**config.mk**
```make
export PLATFORM = sky130hd
export DESIGN_NAME = muldiv_unit_flat
export DESIGN_NICKNAME = d
export VERILOG_FILES = /design/src/rtl/muldiv_pkg.sv /design/src/rtl/muldiv_unit_if.sv /design/src/rtl/muldiv_iter.sv /design/src/rtl/muldiv_unit.sv /design/src/flat_wrapper.sv
export SDC_FILE = /design/constraint.sdc
export NUM_CORES = 1
export LEC_CHECK = 0
export ABC_AREA = 1
export CAP_MARGIN = 20
export CORE_ASPECT_RATIO = 2
export CORE_UTILIZATION = 30
export DETAILED_ROUTE_END_ITERATION = 10
export GPL_TIMING_DRIVEN = 0
export PLACE_DENSITY = 0.48
export SLEW_MARGIN = 20
export SYNTH_ARGS = -nofsm -noshare
export SYNTH_HDL_FRONTEND = slang
export SYNTH_SLANG_ARGS = --single-unit
```
**constraint.sdc**
```tcl
create_clock -name clk -period 2.3 [get_ports clk]
set_input_delay 0.23 -clock clk [delete_from_list [all_inputs] [get_ports clk]]
set_output_delay 0.23 -clock clk [all_outputs]
set_load 0.05 [all_outputs]
```
**src/rtl/muldiv_pkg.sv**
```systemverilog
// Shared definitions for the multiply/divide unit: op encodings, FSM state
// encodings, iteration count and the divide-by-zero quotient value.
package muldiv_pkg;

  typedef enum logic [1:0] {
    OP_MULT  = 2'b00,
    OP_MULTU = 2'b01,
    OP_DIV   = 2'b10,
    OP_DIVU  = 2'b11
  } op_t;

  typedef logic [1:0] state_t;

  localparam state_t ST_IDLE = 2'd0;
  localparam state_t ST_CALC = 2'd1;
  localparam state_t ST_FIX  = 2'd2;
  localparam state_t ST_DONE = 2'd3;

  localparam int ITER  = 32;
  localparam int CNT_W = $clog2(ITER);

  localparam logic [31:0] DIV_ZERO_LO = 32'hFFFF_FFFF;

endpackage

```
**src/rtl/muldiv_unit_if.sv**
```systemverilog
// CPU-side request/result bundle of the multiply/divide unit.
interface muldiv_unit_if #(
  parameter int DATA_W = 32
);

  logic              start_i;
  logic [1:0]        op_i;
  logic [DATA_W-1:0] rs_data_i;
  logic [DATA_W-1:0] rt_data_i;
  logic              mthi_i;
  logic              mtlo_i;
  logic              busy_o;
  logic              done_o;
  logic [DATA_W-1:0] hi_o;
  logic [DATA_W-1:0] lo_o;

  modport master (
    output start_i, op_i, rs_data_i, rt_data_i, mthi_i, mtlo_i,
    input  busy_o, done_o, hi_o, lo_o
  );

  modport slave (
    input  start_i, op_i, rs_data_i, rt_data_i, mthi_i, mtlo_i,
    output busy_o, done_o, hi_o, lo_o
  );

endinterface

```
**src/rtl/muldiv_iter.sv**
```systemverilog
// Radix-2 iteration datapath: shift-add multiply or restoring divide on
// unsigned magnitudes, one step per cycle in a shared 64-bit accumulator.
module muldiv_iter #(
  parameter int DATA_W = 32
) (
  input  logic                clk,
  input  logic                reset,
  input  logic                load,
  input  logic                step,
  input  logic                is_div,
  input  logic [DATA_W-1:0]   a_mag,
  input  logic [DATA_W-1:0]   b_mag,
  output logic [2*DATA_W-1:0] acc
);

  logic [DATA_W-1:0]   b_q;
  logic [2*DATA_W-1:0] acc_q;
  logic [2*DATA_W-1:0] acc_next;
  logic [DATA_W:0]     sum;
  logic [DATA_W:0]     diff;

  // Multiply adds into the upper half then shifts right; divide shifts the
  // remainder left and keeps the trial subtraction when it does not borrow.
  always_comb begin
    sum  = {1'b0, acc_q[2*DATA_W-1:DATA_W]} + (acc_q[0] ? {1'b0, b_q} : '0);
    diff = acc_q[2*DATA_W-1:DATA_W-1] - {1'b0, b_q};
    acc_next = acc_q;
    if (is_div) begin
      if (!diff[DATA_W]) begin
        acc_next = {diff[DATA_W-1:0], acc_q[DATA_W-2:0], 1'b1};
      end else begin
        acc_next = {acc_q[2*DATA_W-2:0], 1'b0};
      end
    end else begin
      acc_next = {sum, acc_q[DATA_W-1:1]};
    end
  end

  always_ff @(posedge clk) begin
    if (reset) begin
      acc_q <= '0;
      b_q   <= '0;
    end else if (load) begin
      acc_q <= {{DATA_W{1'b0}}, a_mag};
      b_q   <= b_mag;
    end else if (step) begin
      acc_q <= acc_next;
    end
  end

  assign acc = acc_q;

endmodule

```
**src/rtl/muldiv_unit.sv**
```systemverilog
// Multi-cycle MULT/MULTU/DIV/DIVU unit with HI/LO registers: FSM, iteration
// counter, sign handling and MTHI/MTLO writes around the muldiv_iter datapath.
module muldiv_unit
  import muldiv_pkg::*;
#(
  parameter int DATA_W = 32
) (
  input  logic         clk,
  input  logic         reset,
  muldiv_unit_if.slave bus
);

  state_t              state_q;
  logic [CNT_W-1:0]    count_q;
  op_t                 op_q;
  logic [DATA_W-1:0]   rs_q;
  logic                neg_rs_q;
  logic                neg_rt_q;
  logic                rt_zero_q;
  logic [DATA_W-1:0]   hi_q;
  logic [DATA_W-1:0]   lo_q;

  logic                signed_in;
  logic                neg_rs_in;
  logic                neg_rt_in;
  logic [DATA_W-1:0]   rs_mag;
  logic [DATA_W-1:0]   rt_mag;
  logic                accept;
  logic                mt_window;
  logic                is_div_q;
  logic [2*DATA_W-1:0] acc;
  logic [DATA_W-1:0]   res_hi;
  logic [DATA_W-1:0]   res_lo;

  assign accept    = (state_q == ST_IDLE) && bus.start_i;
  assign mt_window = (state_q == ST_IDLE) || (state_q == ST_DONE);
  assign is_div_q  = (op_q == OP_DIV) || (op_q == OP_DIVU);

  // Operands enter the datapath as magnitudes; the signs are remembered
  // separately and reapplied in FIX.
  always_comb begin
    signed_in = (bus.op_i == OP_MULT) || (bus.op_i == OP_DIV);
    neg_rs_in = signed_in && bus.rs_data_i[DATA_W-1];
    neg_rt_in = signed_in && bus.rt_data_i[DATA_W-1];
    rs_mag    = neg_rs_in ? ('0 - bus.rs_data_i) : bus.rs_data_i;
    rt_mag    = neg_rt_in ? ('0 - bus.rt_data_i) : bus.rt_data_i;
  end

  muldiv_iter #(
    .DATA_W (DATA_W)
  ) u_iter (
    .clk    (clk),
    .reset  (reset),
    .load   (accept),
    .step   (state_q == ST_CALC),
    .is_div (is_div_q),
    .a_mag  (rs_mag),
    .b_mag  (rt_mag),
    .acc    (acc)
  );

  // Quotient is negated on differing signs (truncation toward zero) and the
  // remainder follows the dividend; divide by zero overrides everything.
  always_comb begin
    res_hi = acc[2*DATA_W-1:DATA_W];
    res_lo = acc[DATA_W-1:0];
    case (op_q)
      OP_MULT: begin
        if (neg_rs_q ^ neg_rt_q) begin
          {res_hi, res_lo} = '0 - acc;
        end
      end
      OP_DIV: begin
        if (neg_rs_q ^ neg_rt_q) begin
          res_lo = '0 - acc[DATA_W-1:0];
        end
        if (neg_rs_q) begin
          res_hi = '0 - acc[2*DATA_W-1:DATA_W];
        end
      end
      default: begin
      end
    endcase
    if (is_div_q && rt_zero_q) begin
      res_hi = rs_q;
      res_lo = DATA_W'(DIV_ZERO_LO);
    end
  end

  always_ff @(posedge clk) begin
    if (reset) begin
      state_q   <= ST_IDLE;
      count_q   <= '0;
      op_q      <= OP_MULT;
      rs_q      <= '0;
      neg_rs_q  <= 1'b0;
      neg_rt_q  <= 1'b0;
      rt_zero_q <= 1'b0;
      hi_q      <= '0;
      lo_q      <= '0;
    end else begin
      if (mt_window && bus.mthi_i) begin
        hi_q <= bus.rs_data_i;
      end
      if (mt_window && bus.mtlo_i) begin
        lo_q <= bus.rs_data_i;
      end
      case (state_q)
        ST_IDLE: begin
          if (bus.start_i) begin
            op_q      <= op_t'(bus.op_i);
            rs_q      <= bus.rs_data_i;
            neg_rs_q  <= neg_rs_in;
            neg_rt_q  <= neg_rt_in;
            rt_zero_q <= (bus.rt_data_i == '0);
            count_q   <= CNT_W'(ITER - 1);
            state_q   <= ST_CALC;
          end
        end
        ST_CALC: begin
          if (count_q == '0) begin
            state_q <= ST_FIX;
          end else begin
            count_q <= count_q - 1'b1;
          end
        end
        ST_FIX: begin
          hi_q    <= res_hi;
          lo_q    <= res_lo;
          state_q <= ST_DONE;
        end
        default: begin
          state_q <= ST_IDLE;
        end
      endcase
    end
  end

  assign bus.busy_o = (state_q == ST_CALC) || (state_q == ST_FIX);
  assign bus.done_o = (state_q == ST_DONE);
  assign bus.hi_o   = hi_q;
  assign bus.lo_o   = lo_q;

endmodule

```
**src/flat_wrapper.sv**
```systemverilog
// flat-port wrapper written by rule: the top's interface ports become plain ports
module muldiv_unit_flat import muldiv_pkg::*;
#(
  parameter int DATA_W = 32
)
  (clk, reset, bus_start_i, bus_op_i, bus_rs_data_i, bus_rt_data_i, bus_mthi_i, bus_mtlo_i, bus_busy_o, bus_done_o, bus_hi_o, bus_lo_o);
  muldiv_unit_if #(.DATA_W(DATA_W)) bus_i ();
  input  logic clk;
  input  logic reset;
  input wire logic [$bits(bus_i.start_i)-1:0] bus_start_i;
  input wire logic [$bits(bus_i.op_i)-1:0] bus_op_i;
  input wire logic [$bits(bus_i.rs_data_i)-1:0] bus_rs_data_i;
  input wire logic [$bits(bus_i.rt_data_i)-1:0] bus_rt_data_i;
  input wire logic [$bits(bus_i.mthi_i)-1:0] bus_mthi_i;
  input wire logic [$bits(bus_i.mtlo_i)-1:0] bus_mtlo_i;
  output wire logic [$bits(bus_i.busy_o)-1:0] bus_busy_o;
  output wire logic [$bits(bus_i.done_o)-1:0] bus_done_o;
  output wire logic [$bits(bus_i.hi_o)-1:0] bus_hi_o;
  output wire logic [$bits(bus_i.lo_o)-1:0] bus_lo_o;
  assign bus_i.start_i = bus_start_i;
  assign bus_i.op_i = bus_op_i;
  assign bus_i.rs_data_i = bus_rs_data_i;
  assign bus_i.rt_data_i = bus_rt_data_i;
  assign bus_i.mthi_i = bus_mthi_i;
  assign bus_i.mtlo_i = bus_mtlo_i;
  assign bus_busy_o = bus_i.busy_o;
  assign bus_done_o = bus_i.done_o;
  assign bus_hi_o = bus_i.hi_o;
  assign bus_lo_o = bus_i.lo_o;
  muldiv_unit #(.DATA_W(DATA_W)) u_core (.clk(clk), .reset(reset), .bus(bus_i));
endmodule
```
==> metrics.md <==
| Metric | Value |
|---|---|
| Max-slew headroom at the worst pin | `25.0%` |
| Commonest cells post-synth | `sky130_fd_sc_hd__nand2_1 (774), sky130_fd_sc_hd__nor2_1 (421), sky130_fd_sc_hd__inv_1 (409)` |
| Peak per-stage delay on the critical path | `0.41 ns` |
| Flop-to-flop setup slack | `-0.25 ns` |
| Count of boundary I/O pins | `137` |
| Antenna Nets Post-Route | `0` |
| Portion of the post-synthesis area used by sequential elements | `23.0%` |
| Failing checks | `negative setup slack` |
| Average footprint of a synthesized cell | `5.74 µm²` |
| Warning count from the yosys run | `0` |
| Dpl cell area | `0.0201 mm²` |
| Post-layout minimum cycle time | `2.55 ns` |
| Most frequent cell after synthesis | `sky130_fd_sc_hd__nand2_1` |
| Summed instance area of the synthesized netlist | `0.0178 mm²` |
| Clock buffer depth | `3` |
| Count of flip-flops with a built-in enable after synthesis | `0` |
| DR pass1 iterations | `6` |
| Capture point of the worst path | `u_core.bus.hi_o[6]` |
| Gp weighted congestion | `1.10` |
| Final WL | `119,000 µm` |
| Required time of the worst setup path | `2.78 ns` |
| Setup repair after global routing missed its margin | `yes` |
| Largest area contributor in the synthesized netlist | `sky130_fd_sc_hd__dfxtp_1` |
| Worst min-delay path category | `in -> reg` |
| Count of different cell masters after synthesis | `54` |
| Critical path endpoint category | `register` |
| Internal power summed over all cells | `16.2 mW` |
| Ordered cell list for the critical path | `buf_8 > clkinv_8 > ha_4 > nand3_4 > nor2_4 > buf_12 > nand2_8 > nor2_4 > nand4_1 > nand2_1 > nand2_2 > nand3_2 > nand2_2 > o21ai_4 > a21oi_2` |
| Net count of the finished layout | `3,509` |
| Pre-CTS setup slack | `-1.58 ns` |
| Arrival time reported for the critical path endpoint | `3.03 ns` |
| Post-synth top area share | `23.0%` |
| Fin crit share | `111%` |
| Critical path peak fanout | `6` |
| Placeable core area | `0.0583 mm²` |
| Root buf cell | `sky130_fd_sc_hd__clkbuf_16` |
| Sequential share of power | `16.5%` |
| Max Cap Viol | `0` |
| Share of total power in combinational logic | `71.9%` |
| Total die area | `0.0603 mm²` |
| Most frequently used flop master after synthesis | `sky130_fd_sc_hd__dfxtp_1` |
| Post-Layout Inst Area | `0.0251 mm²` |
| DR DRC count | `0` |
| Combined global-route utilization of all metal layers | `39.1%` |
| Number of vias per cell after detailed routing | `5.59` |
| RR Endpoint | `u_core.bus.hi_o[6]` |
| Share of final-layout standard cells stronger than drive strength 1 | `22.8%` |
| Vias in the first global route | `23,400` |
| Number of filler instances in the final layout | `6,344` |
| Library cell contributing the largest single delay on the critical path | `sky130_fd_sc_hd__dfxtp_4` |
| Sw Pwr | `21.8 mW` |
| Switching part of the total power | `57.4%` |
| Final setup margin | `-0.250 ns` |
| Number of setup violations in the final report | `44` |
| Count of buffers from port buffering | `135` |
| Clock-pin slew on the worst setup and hold paths | `0.07 ns` |
| Max-slew violation count | `0` |
| Post-Syn Instances | `3,096` |
| Antenna violations before repair | `2` |
| CP Launch Type | `register` |
| Number of hold-slack violations in the final timing report | `0` |
| Simple-gate area share of the yosys netlist | `37.1%` |
| Flip-flop and latch count after synthesis | `204` |
| Clock share of power | `11.5%` |
| Net count of the mapped netlist | `3,243` |
| Max IR drop VDD | `777 µV` |
| Worst reg2reg path startpoint | `u_core.u_iter.acc[0]` |
| Leakage component of the power | `11.0 nW` |
| Max frequency | `0.392 GHz` |
| HPWL reported at the end of detailed placement | `94,300 µm` |
| Synth Area in XOR/XNOR | `1.97%` |
| CTS H-tree depth | `1` |
| Core Rows | `125` |
| Adder-cell area share of the yosys netlist | `5.43%` |
| Total grt overflow | `0` |
| Combinational family with the most area after synthesis | `simple AND/OR/NAND/NOR gates` |
| Layout Cells excl Fill | `4,145` |
| Ys async rst share | `0%` |
| Mux cell area share after synthesis | `0%` |
| Dominant cells by area after synthesis | `sky130_fd_sc_hd__dfxtp_1 (23%), sky130_fd_sc_hd__nand2_1 (16%), sky130_fd_sc_hd__nor2_1 (8.9%)` |
| Setup crit start | `u_core.u_iter.acc[0]` |
| Run status | `finished, violations left` |
| Drt initial violations | `1,448` |
| Compound-gate portion of the synthesized area | `20.8%` |
| Global-route wire length before repair | `166,000 µm` |
| P per Cell Area | `1520 mW/mm²` |
| Worst Skew | `0.0122 ns` |
| Via count of the routed design | `23,200` |
| Clock tree from TritonCTS | `done` |
| Clock buffer count from CTS | `24` |
| Routed wire length per instance | `28.8 µm` |
| Die height | `346 µm` |
| Layout-stage area growth over the synthesis result | `41.1%` |
| Pin slew with the least headroom to its limit | `1.13 ns` |
| Clock latency reported for the late side of the worst-skew pair | `0.60 ns` |
| Chip width | `174 µm` |
| Clk sink count | `204` |
| Pin count of the biggest net entering global routing | `13` |
| Starting utilization of the core area | `30.5%` |
| Classification of the worst setup path | `reg -> reg` |
| Instance count after placement with tap cells included | `3,993` |
| Reg2Reg Depth | `15` |
kinds of logic after synthesis:
logic type                 after synthesis
AOI/OAI and AO/OA                      676
xor gates and xnor gates                40
adders and majority gates               76
buffers and inverters                  538
DFF                                    204
and+or+nand+nor                       1562
worst min-delay path by stage:
stage                                 start               endpoint  slack (ns)  cells past startpoint
after floorplan           bus_rs_data_i[13]  u_core.u_iter.acc[13]        0.33                      1
after global placement      u_core.rs_q[28]        u_core.rs_q[28]        0.44                      2
after detailed placement    u_core.rs_q[28]        u_core.rs_q[28]        0.46                      2
after CTS                 bus_rt_data_i[29]       u_core.rt_zero_q        0.26                      2
after global routing      bus_rt_data_i[29]       u_core.rt_zero_q        0.28                      2
final                     bus_rt_data_i[29]       u_core.rt_zero_q        0.28                      2
layout by cell type, fill, tap and decap left out, types with 47 or more instances in the layout:
| cell | instances |
|---|---|
| sky130_fd_sc_hd__a21oi_1 | 208 |
| sky130_fd_sc_hd__buf_4 | 84 |
| sky130_fd_sc_hd__clkbuf_1 | 48 |
| sky130_fd_sc_hd__clkdlybuf4s50_1 | 133 |
| sky130_fd_sc_hd__dfxtp_1 | 154 |
| sky130_fd_sc_hd__ha_4 | 47 |
| sky130_fd_sc_hd__inv_1 | 373 |
| sky130_fd_sc_hd__nand2_1 | 670 |
| sky130_fd_sc_hd__nand2_2 | 83 |
| sky130_fd_sc_hd__nand3_1 | 133 |
| sky130_fd_sc_hd__nand3_2 | 55 |
| sky130_fd_sc_hd__nor2_1 | 366 |
| sky130_fd_sc_hd__o21ai_0 | 202 |
through the flow:
| stage | util (%) | hold slack (ns) | setup TNS, ns | power, mW |
|---|---|---|---|---|
| after floorplan | - | 0.329 | 0 | 18.5 |
| after global placement | 34.4 | 0.444 | -148.73 | 27.0 |
| after detailed placement | 34.4 | 0.458 | -139.08 | 27.1 |
| after CTS | 41.0 | 0.260 | -5.80 | 35.8 |
| after global routing | 43.0 | 0.285 | -10.21 | 39.8 |
| final | 43.0 | 0.276 | -5.81 | 38.1 |
layer usage:
| layer | wire (µm) | global-route usage [%] | vias to the layer above |
|---|---|---|---|
| li1 | - | - | 10700 |
| met1 | 34900 | 31.9 | 10800 |
| met2 | 58900 | 69.8 | 1057 |
| met3 | 5920 | 7.10 | 623 |
| met4 | 19500 | 51.5 | 2 |
| met5 | 10 | 0 | - |
worst max-delay path: cells and delay by family, from the launching register on:
family,cells,cell delay [ns]
AO/OA/AOI/OAI,2,0.32
flip-flops,1,0.41
buffers and inverters,3,0.34
adder cells (fa/ha/maj),1,0.13
AND/OR/NAND/NOR,9,1.22
registers in the layout, summed over array words and instances, names as in the netlist:
name,cells
u_core.bus.lo_o,32
u_core.rs_q,32
u_core.u_iter.acc,64
u_core.count_q,5
u_core.neg_rt_q,1
u_core.rt_zero_q,1
u_core.bus.hi_o,32
u_core.u_iter.b_q,32
u_core.state_q,2
u_core.op_q,2
u_core.neg_rs_q,1
what timing repair did:
| action | in CTS | in global routing |
|---|---|---|
| hold buffers | 0 | 0 |
| gates cloned | 7 | 1 |
| buffers inserted | 71 | 32 |
| pin swaps | 92 | 121 |
| gates resized for setup | 622 | 287 |
| setup endpoints to repair | 195 | 143 |
layout make-up:
class	instances	area [µm²]	share of cell area, %
diodes	4	10.0	0.0399
plain buffers	115	696	2.77
clock buffers	33	674	2.69
clock inverters	10	165	0.658
inverters	420	1690	6.74
multi-input cells	2356	14300	57.0
flip-flops and latches	204	4240	16.9
well taps	762	953	3.80
repair buffers	241	2370	9.45
power by group through the flow:
| stage | logic, mW | registers, mW | clock network, mW |
|---|---|---|---|
| finish | 27.4 | 6.29 | 4.39 |
| global route | 28.9 | 6.34 | 4.55 |
| CTS | 25.2 | 6.17 | 4.40 |
| detailed placement | 21.0 | 6.13 | 0 |
| global placement | 20.9 | 6.12 | 0 |
| floorplan | 11.7 | 6.76 | 0 |
(Power assumes the default switching activity.)
